<file path="config.mk">
export PLATFORM = sky130hd
export DESIGN_NAME = udm_resp_tx
export DESIGN_NICKNAME = d
export VERILOG_FILES = /design/src/rtl/udm_pkg.sv /design/src/rtl/uart_tx_byte.sv /design/src/rtl/udm_resp_tx.sv
export SDC_FILE = /design/constraint.sdc
export NUM_CORES = 1
export LEC_CHECK = 0
export CORE_MARGIN = 5
export CORE_UTILIZATION = 52
export DETAILED_ROUTE_END_ITERATION = 12
export PLACE_DENSITY_LB_ADDON = 0.08
export SLEW_MARGIN = 20
export SYNTH_ARGS = -nofsm -noshare
export SYNTH_HDL_FRONTEND = slang
export SYNTH_SLANG_ARGS = --single-unit
</file>
<file path="constraint.sdc">
create_clock -name clk_i -period 2.7 [get_ports clk_i]
set_clock_uncertainty 0.1 [all_clocks]
set_input_delay 0.81 -clock clk_i [delete_from_list [all_inputs] [get_ports clk_i]]
set_output_delay 0.81 -clock clk_i [all_outputs]
set_load 0.03 [all_outputs]
</file>
<file path="src/rtl/udm_pkg.sv">
`default_nettype none
// ============================================================================
// Module      : udm_pkg
// Description : Shared UDM constants, serializer state type and byte helpers
//               used by both the UDM response transmitter and the receiver.
// Revision    : 1.0 - initial release
// ============================================================================
package udm_pkg;

  localparam logic [7:0] SYNC_BYTE   = 8'h55;
  localparam logic [7:0] ESCAPE_BYTE = 8'h5A;

  typedef enum logic [1:0] {
    ST_IDLE  = 2'd0,
    ST_START = 2'd1,
    ST_DATA  = 2'd2,
    ST_STOP  = 2'd3
  } udm_state_e;

  // A data byte that collides with a protocol control code must be escaped
  function automatic logic needs_escape(input logic [7:0] b);
    return (b == SYNC_BYTE) || (b == ESCAPE_BYTE);
  endfunction

endpackage
`default_nettype wire

</file>
<file path="src/rtl/uart_tx_byte.sv">
`default_nettype none
// ============================================================================
// Module      : uart_tx_byte
// Description : 8N1 serializer for a single byte with valid/ready handshake.
//               Ready is raised in the final cycle of the stop bit so the
//               next frame follows without an idle gap.
// Revision    : 1.0 - initial release
// ============================================================================
module uart_tx_byte #(
  parameter int DIV_WIDTH = 32
) (
  input  logic                 clk_i,
  input  logic                 rst_i,
  input  logic [DIV_WIDTH-1:0] divider_i,
  input  logic                 byte_valid_i,
  input  logic [7:0]           byte_data_i,
  output logic                 byte_ready_o,
  output logic                 tx_o
);
  import udm_pkg::*;

  udm_state_e           state_q;
  logic [DIV_WIDTH-1:0] div_q;
  logic [DIV_WIDTH-1:0] cnt_q;
  logic [7:0]           shift_q;
  logic [2:0]           bit_q;
  logic                 tx_q;

  logic [DIV_WIDTH-1:0] div_eff;
  logic                 bit_end;
  logic                 load;

  // Divider values below 2 are clamped to a 2-clock bit time
  assign div_eff      = (divider_i < DIV_WIDTH'(2)) ? DIV_WIDTH'(2) : divider_i;
  assign bit_end      = (cnt_q == DIV_WIDTH'(1));
  assign byte_ready_o = (state_q == ST_IDLE) || ((state_q == ST_STOP) && bit_end);
  assign load         = byte_valid_i && byte_ready_o;
  assign tx_o         = tx_q;

  // Frame sequencer: bit counter counts down and reloads at each bit boundary
  always_ff @(posedge clk_i) begin
    if (rst_i) begin
      state_q <= ST_IDLE;
      div_q   <= '0;
      cnt_q   <= '0;
      shift_q <= '0;
      bit_q   <= '0;
      tx_q    <= 1'b1;
    end else if (load) begin
      state_q <= ST_START;
      div_q   <= div_eff;
      cnt_q   <= div_eff;
      shift_q <= byte_data_i;
      bit_q   <= '0;
      tx_q    <= 1'b0;
    end else begin
      case (state_q)
        ST_IDLE: begin
          tx_q <= 1'b1;
        end
        ST_START: begin
          if (bit_end) begin
            state_q <= ST_DATA;
            cnt_q   <= div_q;
            tx_q    <= shift_q[0];
            shift_q <= {1'b0, shift_q[7:1]};
          end else begin
            cnt_q <= cnt_q - DIV_WIDTH'(1);
          end
        end
        ST_DATA: begin
          if (bit_end) begin
            cnt_q <= div_q;
            if (bit_q == 3'd7) begin
              state_q <= ST_STOP;
              tx_q    <= 1'b1;
            end else begin
              bit_q   <= bit_q + 3'd1;
              tx_q    <= shift_q[0];
              shift_q <= {1'b0, shift_q[7:1]};
            end
          end else begin
            cnt_q <= cnt_q - DIV_WIDTH'(1);
          end
        end
        ST_STOP: begin
          if (bit_end) begin
            state_q <= ST_IDLE;
            tx_q    <= 1'b1;
          end else begin
            cnt_q <= cnt_q - DIV_WIDTH'(1);
          end
        end
        default: begin
          state_q <= ST_IDLE;
          tx_q    <= 1'b1;
        end
      endcase
    end
  end

endmodule
`default_nettype wire

</file>
<file path="src/rtl/udm_resp_tx.sv">
`default_nettype none
// ============================================================================
// Module      : udm_resp_tx
// Description : UDM response transmitter. Accepts a 32-bit word, sends it
//               LSB byte first as 8N1 UART frames, inserting an escape byte
//               before any data byte that equals a protocol control code.
// Revision    : 1.0 - initial release
// ============================================================================
module udm_resp_tx #(
  parameter int DIV_WIDTH = 32
) (
  input  logic                 clk_i,
  input  logic                 rst_i,
  input  logic [DIV_WIDTH-1:0] divider_i,
  input  logic                 word_req_i,
  input  logic [31:0]          word_data_i,
  output logic                 word_ack_o,
  output logic                 tx_o,
  output logic                 busy_o
);
  import udm_pkg::*;

  logic                 busy_q, busy_d;
  logic                 last_q, last_d;
  logic                 esc_q, esc_d;
  logic [1:0]           idx_q, idx_d;
  logic [31:0]          word_q, word_d;
  logic [DIV_WIDTH-1:0] div_q, div_d;

  logic                 accept;
  logic [31:0]          cur_word;
  logic [DIV_WIDTH-1:0] cur_div;
  logic [7:0]           cur_byte;
  logic                 need_esc;
  logic [7:0]           send_byte;
  logic                 byte_valid;
  logic                 byte_ready;
  logic                 handshake;

  // The first byte goes out in the acceptance cycle, so it is taken straight
  // from the inputs; later bytes come from the latched copy.
  assign accept     = !busy_q && word_req_i && !rst_i;
  assign cur_word   = busy_q ? word_q : word_data_i;
  assign cur_div    = busy_q ? div_q : divider_i;
  assign need_esc   = needs_escape(cur_byte);
  assign send_byte  = (need_esc && !esc_q) ? ESCAPE_BYTE : cur_byte;
  assign byte_valid = accept || (busy_q && !last_q);
  assign handshake  = byte_valid && byte_ready;
  assign word_ack_o = accept;
  assign busy_o     = busy_q;

  // Select the byte addressed by the current byte index
  always_comb begin
    cur_byte = cur_word[7:0];
    case (idx_q)
      2'd0:    cur_byte = cur_word[7:0];
      2'd1:    cur_byte = cur_word[15:8];
      2'd2:    cur_byte = cur_word[23:16];
      default: cur_byte = cur_word[31:24];
    endcase
  end

  // Byte sequencing: escape flag, byte index and end-of-word detection
  always_comb begin
    busy_d = busy_q;
    last_d = last_q;
    esc_d  = esc_q;
    idx_d  = idx_q;
    word_d = word_q;
    div_d  = div_q;
    if (accept) begin
      busy_d = 1'b1;
      word_d = word_data_i;
      div_d  = divider_i;
    end
    if (handshake) begin
      if (need_esc && !esc_q) begin
        esc_d = 1'b1;
      end else begin
        esc_d = 1'b0;
        idx_d = idx_q + 2'd1;
        if (idx_q == 2'd3) begin
          last_d = 1'b1;
        end
      end
    end
    // Final frame's stop bit ends in the cycle the serializer becomes ready
    if (busy_q && last_q && byte_ready) begin
      busy_d = 1'b0;
      last_d = 1'b0;
      esc_d  = 1'b0;
      idx_d  = 2'd0;
    end
  end

  // Sequencing state registers
  always_ff @(posedge clk_i) begin
    if (rst_i) begin
      busy_q <= 1'b0;
      last_q <= 1'b0;
      esc_q  <= 1'b0;
      idx_q  <= 2'd0;
      word_q <= '0;
      div_q  <= '0;
    end else begin
      busy_q <= busy_d;
      last_q <= last_d;
      esc_q  <= esc_d;
      idx_q  <= idx_d;
      word_q <= word_d;
      div_q  <= div_d;
    end
  end

  uart_tx_byte #(
    .DIV_WIDTH(DIV_WIDTH)
  ) u_uart_tx_byte (
    .clk_i       (clk_i),
    .rst_i       (rst_i),
    .divider_i   (cur_div),
    .byte_valid_i(byte_valid),
    .byte_data_i (send_byte),
    .byte_ready_o(byte_ready),
    .tx_o        (tx_o)
  );

endmodule
`default_nettype wire
</file>
# Yosys cells after proc, flatten, opt, wreduce, memory -nomap -nowiden
# Cells that the tools add are included.
dict set report op_classes {
  reduce_logical 32
  mux 27
  addsub 3
  n_eq_ne 20
  n_bitwise 2
  magnitude_cmp 1
}
# cell count
set ops {}
lappend ops {{32-bit two-way mux} 6}
lappend ops {{32-bit one-hot mux with 2 select lines} 1}
lappend ops {{8-bit two-way mux} 5}
lappend ops {{32-bit by 1-bit equality test with 1-bit output (second input constant)} 1}
lappend ops {{32-bit by 2-bit less-than comparator with 1-bit output (second input constant)} 1}
lappend ops {{32-bit by 1-bit subtractor with 32-bit output (second input constant)} 1}
lappend ops {{8-bit one-hot mux with 3 select lines} 1}
lappend ops {{8-bit by 7-bit equality test with 1-bit output (second input constant)} 2}
lappend ops {{8-bit one-hot mux with 2 select lines} 1}
lappend ops {{3-bit by 2-bit != test with 1-bit output (second input constant)} 4}
lappend ops {{5-bit AND reduction} 2}
lappend ops {{3-bit AND reduction} 3}
lappend ops {{3-bit nonzero test} 3}
lappend ops {{2-bit equality test (second input constant)} 4}
lappend ops {{1-bit logical AND} 8}
lappend ops {{2-bit two-way mux} 4}
lappend ops {{2-bit by 1-bit != test with 1-bit output (second input constant)} 4}
lappend ops {{1-bit two-way mux} 7}
lappend ops {{3-bit != test (second input constant)} 2}
lappend ops {{2-bit one-hot mux with 3 select lines} 1}
lappend ops {{2-bit OR reduction} 3}
lappend ops {{2-bit by 1-bit equality test with 1-bit output (second input constant)} 2}
lappend ops {{1-bit zero test} 4}
lappend ops {{2-bit zero test} 2}
lappend ops {{9 further kinds} 13}
dict set report totals {
  reg_bits 147
  input_bits 67
  word_cells 98
  out_inout_bits 3
}

# Longest topological paths before layout
dict set report depth {
  word_depth 7
  mapped_depth 12
  ltp_nobuf 9
}

# Cells and area by module
# Synthesis repeated with hierarchy kept, for this count alone.
dict set report unflattened {
  hier_cells 988
  area_unflattened_um2 8022.7
}
# mod cells_per_inst seq_area_each_um2 n_inst area_per_inst_um2
set by_module_without_submodules {}
lappend by_module_without_submodules {uart_tx_byte 563 1561.5 1 4444.3}
lappend by_module_without_submodules {udm_resp_tx 425 1381.3 1 3578.4}

# Least setup slack after synthesis
# OpenSTA, ideal clock, no wires.
dict set report synth_timing {
  path_type {input port to output port}
  start {input rst_i}
  end {output word_ack_o}
  cell_stages 4
  path_buffers 2
  arrival_ns 2.115
  path_slack_ns -0.325
  required_time_ns 1.790
  cell_sequence {or3b_1 > inv_1 > clkbuf_1 > clkbuf_1}
}
dict set report synth_between {
  elab_chain_cells 2
}
# element line
set synth_lines {}
lappend synth_lines {{from (decl)} udm_resp_tx.sv:13} ;# input logic rst_i,
lappend synth_lines {{1-bit zero test} udm_resp_tx.sv:42} ;# assign accept = !busy_q && word_req_i && !rst_i;
lappend synth_lines {{1-bit logical AND} udm_resp_tx.sv:42}
lappend synth_lines {{to (decl)} udm_resp_tx.sv:17} ;# output logic word_ack_o,
# Every way passes these cells.

# Final worst setup path
dict set report layout_timing {
  start {input divider_i[25]}
  end {register u_uart_tx_byte.cnt_q[15]}
}
dict set report layout_between {
  elab_chain_cells 4
}
# element line
set layout_lines {}
lappend layout_lines {{from (decl)} udm_resp_tx.sv:14} ;# input logic [DIV_WIDTH-1:0] divider_i,
lappend layout_lines {{32-bit two-way mux} udm_resp_tx.sv:44} ;# assign cur_div = busy_q ? div_q : divider_i;
lappend layout_lines {{32-bit by 2-bit less-than comparator with 1-bit output} uart_tx_byte.sv:34} ;# assign div_eff = (divider_i < DIV_WIDTH'(2)) ? DIV_WIDTH'(2) : divider_i;
lappend layout_lines {{32-bit two-way mux} uart_tx_byte.sv:34}
lappend layout_lines {{32-bit two-way mux} uart_tx_byte.sv:49} ;# end else if (load) begin
lappend layout_lines {{to (signal assigned)} uart_tx_byte.sv:52} ;# cnt_q <= div_eff;
lappend layout_lines {{to (signal assigned)} uart_tx_byte.sv:64} ;# cnt_q <= div_q;
lappend layout_lines {{to (signal assigned)} uart_tx_byte.sv:68} ;# cnt_q <= cnt_q - DIV_WIDTH'(1);
lappend layout_lines {{to (decl)} uart_tx_byte.sv:24} ;# logic [DIV_WIDTH-1:0] cnt_q;
# Every way passes these cells.
# A chain may end at the register's enable or synchronous reset.

==> key figures <==
Die
  – Die width: 132 µm
  – FP Rows: 44
  – Core ar.: 14600 µm²
  – Starting Density: 53.2%
  – Num ports: 70
  – Die area: 17500 µm²
  – Die H: 132 µm

Finish
  – Layout area overhead: 37.7%
  – Fraction of layout cells with a size suffix above 1: 23.2%
  – Final-stage net count: 1218
  – Fill cells: 1081
  – Final cell count without fillers: 1331
  – Antenna Cells: 0

Clock network
  – Clock buffer depth: 2
  – Hold bufs inserted after CTS: 0
  – H-tree depth: 4
  – CTS Root Cell: clkbuf_16
  – CTS tree: yes
  – Worst skew pair latency: 0.43 ns
  – Clk sinks: 147
  – CTS buffer count: 17
  – CTS clk-pin slew, worst paths: 0.06 ns

Synthesis
  – Mux cell area share after synthesis: 5.33%
  – Synthesized area: 7770 µm²
  – Adder-cell share of the synthesized area: 2.58%
  – Distinct cells, synth: 63
  – Main combinational cell family by area after synthesis: simple AND/OR/NAND/NOR gates
  – XOR/XNOR share of the synthesized area: 3.16%
  – Post-synthesis compound-gate area fraction: 19.8%
  – Post-synth EDFFs: 0
  – Register area share after synthesis: 37.9%
  – Syn nets: 1061
  – Yosys top cell area share: 37.9%
  – FFs w/ async S/R, synth: 0%
  – Synth area leaders: dfxtp_1, nand2_1, o21ai_0
  – Post-Syn Area per Cell: 7.94 µm²
  – Gate Count Post-Synth: 978
  – Largest area contributor in the netlist: dfxtp_1
  – Synth Warn #: 0
  – Flops & latches, synth: 147
  – Synth Flop Type: dfxtp_1
  – Simple-Gate Fraction of Synth Area: 26.7%

Placed design
  – Cells after DPL: 1281
  – Final HPWL DP: 15000 µm
  – GPL Wtd Cong: 0.810
  – Input/output buffers: 69

STA
  – RSZ-0062 raised after global routing: true
  – Tightest Pin Transition: 0.845 ns
  – Max-slew violation count: 0
  – Final setup vio count: 0
  – Maximum clock frequency: 372 MHz
  – Hold slack: 0.356 ns
  – Final hold viol count: 0
  – Sum Neg Setup Slack: 0 ns
  – Post-layout min period: 2.69 ns
  – Period utilization: 99.5%
  – Max-slew headroom at the worst pin: 43.7%

GRT
  – Grt ovf: 0
  – Overall routing resource usage: 24.0%
  – Initial antenna violation count: 0
  – First-pass GRT wire length: 34800 µm
  – Vias in the first global route: 6810
  – Largest net degree at the start of global routing: 117

Routing
  – Routed Wire Length: 22700 µm
  – Vias: 7654
  – WL/cell: 17.0 µm
  – Antenna viol nets, final: 0
  – Initial DRC count: 805
  – Residual DRC count: 0
  – TritonRoute pass-1 iters: 6
  – Vias/cell: 5.75

Worst setup path
  – Critical Path AT: 2.88 ns
  – CP startpoint kind: input pin
  – Setup CP Type: input pin to flip-flop
  – Required time worst endpoint: 2.89 ns
  – Crit end category: flip-flop
  – Critical Path Fanout Max: 10

Power and ir drop
  – Maximum vdd drop: 0.000584 V
  – Leak Pwr: 4.24 nW
  – Power Density: 982 nW/µm²

Outcome
  – Outcome: finished clean

Job
  – Max-cap violations: 0

Hold path
  – Hold Path Class: flip-flop to flip-flop
[through the flow]
step	power, mW	setup slack, ns	utilization [%]	instance area, µm²
6_report	10.5	0.0143	73.3	10700
5_1_grt	11.1	-0.0580	73.3	10700
4_1_cts	9.68	0.0103	69.5	10100
3_5_place_dp	6.97	-0.544	64.7	9440
3_3_place_gp	6.91	-0.478	64.7	9440
2_1_floorplan	5.42	0.0249	-	7780
[path summary, 6_finish.rpt]
check                           start                       end  slack [ns]  cells after the start
max                     divider_i[25]  u_uart_tx_byte.cnt_q[15]        0.01                     11
max reg2reg  u_uart_tx_byte.cnt_q[15]  u_uart_tx_byte.cnt_q[17]        0.05                      9
min reg2reg   u_uart_tx_byte.div_q[2]   u_uart_tx_byte.div_q[2]        0.36                      2
min           u_uart_tx_byte.div_q[2]   u_uart_tx_byte.div_q[2]        0.36                      2
[registers in the layout (all words and copies together) (netlist names)]
register,cells
word_q,32
u_uart_tx_byte.bit_q,3
esc_q,1
u_uart_tx_byte.cnt_q,32
last_q,1
u_uart_tx_byte.state_q,2
u_uart_tx_byte.div_q,32
u_uart_tx_byte.shift_q,8
u_uart_tx_byte.tx_o,1
div_q,32
busy_o,1
idx_q,2
[cell families (layout without fill, tap and decap cells)]
| group | count (synthesis) | after routing |
|---|---|---|
| simple gates | 430 | 430 |
| compound gates | 234 | 234 |
| mux | 38 | 38 |
| xor+xnor | 28 | 28 |
| flops | 147 | 147 |
| fa+ha+maj | 16 | 16 |
| buf+inv | 85 | 254 |
[metal layers]
metal,GRT usage (%),vias up,part of all wire [%]
li1,-,3796,-
met3,4.35,27,6.1
met2,34.9,239,44
met4,5.88,0,1.3
met1,36.8,3592,48
met5,0,-,0
[cell type report]
class,count,area [µm²],share of cell area [%]
multi-input cells,746,4760,44.5
inverters,11,41.3,0.386
clock buffers,21,470,4.40
clock inverters,10,179,1.67
repair buffers,212,2060,19.3
well taps,184,230,2.15
flip-flops and latches,147,2950,27.6
[synthesized netlist by cell type, types with 3 or more instances]
| cell | count |
|---|---|
| nand2_1 | 149 |
| xnor2_1 | 16 |
| nand3_1 | 21 |
| or4_1 | 7 |
| and3_1 | 4 |
| a21oi_1 | 43 |
| mux2_2 | 27 |
| ha_1 | 16 |
| a311oi_1 | 23 |
| a22oi_1 | 18 |
| nor4_1 | 19 |
| mux2i_1 | 11 |
| a222oi_1 | 7 |
| a211oi_1 | 7 |
| nor2_1 | 99 |
| nand4_1 | 8 |
| buf_2 | 10 |
| a221oi_1 | 10 |
| nor3_1 | 30 |
| clkbuf_1 | 57 |
| buf_1 | 4 |
| a31oi_1 | 3 |
| inv_1 | 11 |
| dfxtp_1 | 147 |
| nor2b_1 | 7 |
| nand2b_1 | 64 |
| and2_1 | 3 |
| xor2_1 | 12 |
| o21ai_0 | 81 |
| or3_1 | 4 |
| o211ai_1 | 19 |
[where the power goes]
part / internal (mW) / switching, mW
Sequential: 2.56 / 0.299
Combinational: 2.42 / 2.56
Clock: 1.70 / 0.948
[layout by cell type, fill, tap and decap left out, drive strengths merged, types with 8 or more instances in the layout]
| master | synthesis | layout |
|---|---|---|
| inv | 11 | 11 |
| nand2 | 150 | 150 |
| nand3 | 21 | 21 |
| nand4 | 8 | 8 |
| clkdlybuf4s50 | 0 | 56 |
| a311oi | 23 | 23 |
| o211ai | 19 | 19 |
| xor2 | 12 | 12 |
| clkbuf | 57 | 26 |
| a221oi | 10 | 10 |
| mux2 | 27 | 27 |
| dfxtp | 147 | 147 |
| nor2 | 99 | 99 |
| a22oi | 18 | 18 |
| or4 | 8 | 8 |
| dlymetal6s2s | 0 | 9 |
| xnor2 | 16 | 16 |
| a21oi | 44 | 44 |
| mux2i | 11 | 11 |
| o21ai | 82 | 82 |
| ha | 16 | 16 |
| nand2b | 64 | 64 |
| nor3 | 31 | 31 |
| nor4 | 20 | 20 |
| buf | 17 | 140 |
[critical path, stage by stage]
cell and delay (ns):
clkdlybuf4s50_1 0.45, nor4_2 0.29, and4_1 0.24, nand3_2 0.09, o21ai_4 0.12, a21oi_4 0.09, buf_12 0.15, buf_12 0.12
clkbuf_16 0.16, a221oi_4 0.28, nor3_1 0.07
[what timing repair did]
item                                   in CTS  in global routing
setup buffers                               1                 11
gates cloned                                0                  7
gates resized for setup                    15                 72
endpoints found under the hold margin       0                  0
pin swaps                                   1                 25
setup endpoints to repair                  50                 43
(Power assumes the default switching activity.)
